File: src/rtl/matrix_loader.sv
// -----------------------------------------------------------------------------
// matrix_loader
//
// Receive-side framing stage between the UART receiver and the two matrix
// memories. Recognises a load frame on the incoming byte stream:
//
//   SYNC, A[0..N*N-1], B[0..N*N-1], checksum
//
// and writes A and B row-major into their memories. The checksum is the
// modulo-256 sum of the matrix bytes only. On the checksum byte the block
// pulses load_done (match) or load_err (mismatch) and returns to IDLE.
//
// Parameters
//   N       matrix dimension (N*N elements per matrix)
//   DATA_W  element width, equal to the UART byte width
//   ADDR_W  memory address width, N*N <= 2**ADDR_W
//   SYNC    frame header byte
//
// Ports
//   clk        in   system clock
//   rst        in   asynchronous active-low reset
//   rx_data    in   received byte
//   rx_valid   in   one-cycle strobe qualifying rx_data
//   mult_busy  in   multiplier / result transmission in progress
//   a_we       out  write enable, matrix A memory (one cycle)
//   b_we       out  write enable, matrix B memory (one cycle)
//   addr       out  write address shared by both memories
//   wdata      out  write data shared by both memories
//   busy       out  high whenever a frame is in progress
//   load_done  out  one-cycle pulse, frame accepted
//   load_err   out  one-cycle pulse, checksum mismatch
// -----------------------------------------------------------------------------
module matrix_loader #(
  parameter int              N      = 3,
  parameter int              DATA_W = 8,
  parameter int              ADDR_W = 4,
  parameter logic [DATA_W-1:0] SYNC = 8'hA5
) (
  input  logic              clk,
  input  logic              rst,
  input  logic [DATA_W-1:0] rx_data,
  input  logic              rx_valid,
  input  logic              mult_busy,
  output logic              a_we,
  output logic              b_we,
  output logic [ADDR_W-1:0] addr,
  output logic [DATA_W-1:0] wdata,
  output logic              busy,
  output logic              load_done,
  output logic              load_err
);

  localparam logic [1:0] IDLE   = 2'd0;
  localparam logic [1:0] LOAD_A = 2'd1;
  localparam logic [1:0] LOAD_B = 2'd2;
  localparam logic [1:0] CHECK  = 2'd3;

  // Index of the last element of a matrix; cnt wraps to 0 after it.
  localparam logic [ADDR_W-1:0] LAST = ADDR_W'(N * N - 1);

  logic [1:0]        state;
  logic [ADDR_W-1:0] cnt;
  logic [DATA_W-1:0] acc;

  // Single registered process: every output is a flop, and every state
  // change is qualified by rx_valid so idle cycles leave the frame untouched.
  // NOTE: non-blocking assignments throughout so every flop samples the
  // pre-edge values of the others, independent of statement order.
  always_ff @(posedge clk or negedge rst) begin
    if (!rst) begin
      state     <= IDLE;
      cnt       <= '0;
      acc       <= '0;
      a_we      <= 1'b0;
      b_we      <= 1'b0;
      addr      <= '0;
      wdata     <= '0;
      busy      <= 1'b0;
      load_done <= 1'b0;
      load_err  <= 1'b0;
    end else begin
      // Strobes are single-cycle: cleared every cycle unless re-armed below.
      a_we      <= 1'b0;
      b_we      <= 1'b0;
      load_done <= 1'b0;
      load_err  <= 1'b0;

      if (rx_valid) begin
        case (state)
          IDLE: begin
            // Only an unblocked SYNC opens a frame; everything else is dropped.
            if (rx_data == SYNC && !mult_busy) begin
              state <= LOAD_A;
              cnt   <= '0;
              acc   <= '0;
              busy  <= 1'b1;
            end
          end

          LOAD_A: begin
            // SYNC is not escaped inside a frame: every byte here is data.
            a_we  <= 1'b1;
            addr  <= cnt;
            wdata <= rx_data;
            acc   <= acc + rx_data;
            if (cnt == LAST) begin
              cnt   <= '0;
              state <= LOAD_B;
            end else begin
              cnt <= cnt + 1'b1;
            end
          end

          LOAD_B: begin
            b_we  <= 1'b1;
            addr  <= cnt;
            wdata <= rx_data;
            acc   <= acc + rx_data;
            if (cnt == LAST) begin
              cnt   <= '0;
              state <= CHECK;
            end else begin
              cnt <= cnt + 1'b1;
            end
          end

          CHECK: begin
            // busy drops in the same cycle as the verdict pulse, so a SYNC on
            // the very next byte can start the following frame.
            if (rx_data == acc) begin
              load_done <= 1'b1;
            end else begin
              load_err <= 1'b1;
            end
            state <= IDLE;
            busy  <= 1'b0;
          end

          default: begin
            state <= IDLE;
            busy  <= 1'b0;
          end
        endcase
      end
    end
  end

  // The strobes are mutually exclusive by construction: one byte produces at
  // most one action.
  a_exclusive: assert property (@(posedge clk) disable iff (!rst)
    $onehot0({a_we, b_we, load_done, load_err}));

endmodule

File: config.mk
export PLATFORM = sky130hd
export DESIGN_NAME = matrix_loader
export DESIGN_NICKNAME = d
export VERILOG_FILES = /design/src/rtl/matrix_loader.sv
export SDC_FILE = /design/constraint.sdc
export NUM_CORES = 1
export LEC_CHECK = 0
export ABC_AREA = 1
export BUFFER_PORTS_ARGS = -buffer_cell sky130_fd_sc_hd__clkbuf_2
export CAP_MARGIN = 20
export CORE_MARGIN = 8
export CORE_UTILIZATION = 56
export CTS_CLUSTER_SIZE = 30
export DETAILED_ROUTE_END_ITERATION = 6
export PLACE_DENSITY = 0.79
export SLEW_MARGIN = 5
export SYNTH_ARGS = -nofsm -noshare
export SYNTH_HDL_FRONTEND = slang
export SYNTH_SLANG_ARGS = --single-unit
File: constraint.sdc
create_clock -name clk -period 1.8 [get_ports clk]
set_input_delay 0.18 -clock clk [delete_from_list [all_inputs] [get_ports clk]]
set_output_delay 0.18 -clock clk [all_outputs]
set_load 0.005 [all_outputs]
==> summary.md <==
| Metric | Value |
|---|---|
| Crit path kind | `register to register` |
| Clock buffer depth | `2` |
| Switching Power | `1.32 mW` |
| Portion of netlist area occupied by mux cells | `1.89%` |
| F_max | `608 MHz` |
| Complex-gate fraction of the synthesized area | `7.91%` |
| Half-perimeter wire length after detailed placement | `2990 um` |
| Min Hold Slack | `0.121 ns` |
| Largest stage delay on the critical path | `0.41 ns` |
| Number of setup violations in the final report | `0` |
| Reported leakage power | `1.14 nW` |
| Number of antenna cells inserted | `0` |
| Period utilisation layout | `91.4%` |
| Total power divided by cell area | `1550 nW/um^2` |
| Largest family of logic cells by synthesized area | `simple AND/OR/NAND/NOR gates` |
| CP delay by family, top | `simple AND/OR/NAND/NOR gates` |
| Dominant cells by area after synthesis | `sky130_fd_sc_hd__dfrtp_1 43%, sky130_fd_sc_hd__nand2_1 14%, sky130_fd_sc_hd__ha_1 9.8%` |
| Final weighted congestion in routability-driven placement | `0.847` |
| Via Count | `1517` |
| CTS buffer count | `5` |
| RSZ-0062 raised after global routing | `false` |
| Post-CTS setup-driven buffer insertion count | `0` |
| Type of element launching the critical path | `register` |
| Synth Area in XOR/XNOR | `1.96%` |
| P_int | `1.89 mW` |
| Final-report max-slew violation count | `0` |
| Post-synthesis share of cell area spent on and, or, nand and nor gates | `25.1%` |
| Leading cell type by number of instances after synthesis | `sky130_fd_sc_hd__nand2_1` |
| Count of distinct cell types in the synthesized netlist | `26` |
| Cell type contributing the most total cell area after synthesis | `sky130_fd_sc_hd__dfrtp_1` |
| Worst Path Required | `2.02 ns` |
| Type of destination of the critical path | `register` |
| Primary flip-flop cell chosen by synthesis mapping | `sky130_fd_sc_hd__dfrtp_1` |
| Clock skew after layout | `0.00841 ns` |
| Status | `finished clean` |
| Highest fanout seen on the critical path | `19` |
| Portion of total power attributed to the clock network | `18.4%` |
| Slew Limit Headroom | `50.7%` |
| Portion of total power attributed to combinational logic | `46.7%` |
| Die area | `5250 sq um` |
| Clock H-tree levels | `2` |
| Starting Density | `58.5%` |
| Clock root buffer | `sky130_fd_sc_hd__clkbuf_4` |
| DP Area | `1970 sq um` |
| Arrival time of the worst setup path | `1.87 ns` |
| Transition time of the tightest slew-check pin | `0.740 ns` |
| Crit-path slowest cell | `sky130_fd_sc_hd__dfrtp_1` |
| Worst IR drop on VDD | `0.947 mV` |
| Number of synthesis warnings | `0` |
| Synthesized flop and latch total | `31` |
| Proportion of total power due to net switching | `41.1%` |
| Syn_area_per_cell | `8.16 sq um` |
| Die Width | `72.5 um` |
| Final critical-path required period | `1.65 ns` |
| Count of mapped cells out of synthesis | `219` |
| Hold Violations, Final | `0` |
| Final non-filler cell area | `2070 sq um` |
| Count of antenna-violating nets left after detailed routing | `0` |
| Core area | `3050 sq um` |
| Wire length per cell after detailed routing | `12.9 um` |
| Final Routed Wirelength | `3850 um` |
| Worst path buffer plus inverter count | `1` |
| Share of total power in sequential cells | `34.8%` |
| Synthesis-to-finish area growth | `15.8%` |
| Most frequent cells after synthesis | `67 x sky130_fd_sc_hd__nand2_1, 33 x sky130_fd_sc_hd__inv_1, 31 x sky130_fd_sc_hd__dfrtp_1` |
| Largest net degree at the start of global routing | `32` |
| Netlist area before placement | `1790 sq um` |
| Total number of placement rows | `20` |
| Count of buffers inserted at the top-level ports | `28` |
| Wire length of the first global-routing pass | `6690 um` |
| Power Total | `3.21 mW` |
| Fraction of the yosys area taken by sequential cells | `43.4%` |
| Number of maximum-capacitance constraint violations | `0` |
| Clk_lat worst skew | `0.34 ns` |
| Layout cell share with drive strength beyond 1 | `20.1%` |
| Setup tns final | `0 ns` |
| Final #Nets | `280` |
| Initial antenna violation count | `0` |
| Routed vias/inst | `5.09` |
| Chip Height | `72.5 um` |
| CTS tree | `yes` |
| Clock Pin Slew Worst Setup and Hold Paths | `0.11 ns` |
| Number of enable-type register cells in the synthesized netlist | `0` |
| Async set-or-reset flop fraction in the synthesized netlist | `100%` |
| CTS sink cnt | `31` |
| GRT Resource Usage Total | `16.4%` |
| Syn nets | `246` |
| Total congestion overflow | `0` |
| Area fraction of the dominant cell type after synthesis | `43.4%` |
| Boundary pin count | `29` |
| DRC violations left | `0` |
| Share of synthesized cell area in full adder, half adder and majority cells | `10.9%` |
| DP Cell Count | `289` |
| Iteration-0 DRC Markers | `88` |
| Final instance count without filler cells | `298` |
| Number of global-route vias before repair | `1495` |
| Count of TritonRoute iterations in the first routing pass | `4` |
| Hold Path Class | `input pin to register` |
| Chain of cells forming the critical path | `inv_1 -> ha_1 -> or2_1 -> nand3_4 -> o21ai_0` |
-- kinds of logic (layout without fill, tap and decap cells) --
family | Yosys count | in the layout
fa+ha+maj | 15 | 15
mux | 3 | 3
compound gates | 25 | 25
buf+inv | 38 | 73
xor+xnor | 4 | 4
simple gates | 103 | 103
flops | 31 | 31
-- final timing paths --
path	slack, ns	end	depth (start not counted)	startpoint
hold reg to reg	0.49	addr[1]	2	addr[1]
hold / removal	0.12	wdata[4]	3	rx_data[4]
max in group asynchronous	0.90	acc[6]	2	rst
setup / recovery	0.15	acc[4]	5	state[0]
setup reg to reg	0.15	acc[4]	5	state[0]
min in group asynchronous	0.42	load_err	2	rst
-- layout make-up --
type | count | area [sq um]
clock buffer | 6 | 51.3
tap | 44 | 55.1
multi-input combinational | 150 | 855
sequential | 31 | 776
timing repair buffer | 32 | 173
fill | 278 | 985
clock inverter | 2 | 35.0
inverter | 33 | 124
-- sequential cells by signal, indices dropped and copies added, names as in the netlist --
| signal | flops |
|---|---|
| busy | 1 |
| load_err | 1 |
| cnt | 4 |
| state | 2 |
| wdata | 8 |
| addr | 4 |
| acc | 8 |
| load_done | 1 |
| b_we | 1 |
| a_we | 1 |
-- worst reg2reg max path, delay by kind of cell (launching register included) --
kind                       cells  cell delay (ns)
DFF                            1             0.41
AOI/OAI and AO/OA              1             0.16
and+or+nand+nor                2             0.50
adders and majority gates      1             0.37
buffers and inverters          1             0.09
-- power by group through the flow --
stage / clock network, mW / registers (mW) / logic (mW)
2_1_floorplan: 0 / 1.12 / 1.05
3_3_place_gp: 0 / 1.12 / 1.46
3_5_place_dp: 0 / 1.14 / 1.50
4_1_cts: 0.598 / 1.12 / 1.51
5_1_grt: 0.625 / 1.15 / 1.73
6_report: 0.591 / 1.12 / 1.50
-- placed cells by master (no fill, tap or decap), drive strengths merged --
cell and n:
nor2 9, nor3 1, dlygate4sd3 1, bufinv 1, clkbuf 34, mux2 3, dfrtp 31, nor4 1
nand2 69, nand4 1, buf 3, o21ai 20, fa 1, ha 14, nand3b 2, a31oi 1
inv 33, nand3 19, clkinv 1, or2 1, xor2 3, a21oi 4, xnor2 1
-- what timing repair did --
| action | in CTS | in global routing |
|---|---|---|
| hold buffers | 1 | 0 |
| setup endpoints to repair | 0 | 0 |
| endpoints found under the hold margin | 31 | 0 |
| resized for setup | 0 | 0 |
-- through the flow --
stage	worst slack (ns)	util, %
finish	0.154	67.7
global route	0.00395	67.7
CTS	0.138	67.7
detailed placement	0.162	64.6
global placement	0.243	64.6
floorplan	0.199	-
-- routing by layer --
layer | track usage [%] | share of wire [%] | vias to the layer above
li1 | - | - | 759
met1 | 19.2 | 46 | 715
met5 | 0 | 0 | -
met3 | 5.79 | 6.1 | 5
met4 | 5.56 | 1.2 | 0
met2 | 27.3 | 47 | 38
Power figures use the tool's default switching activity.
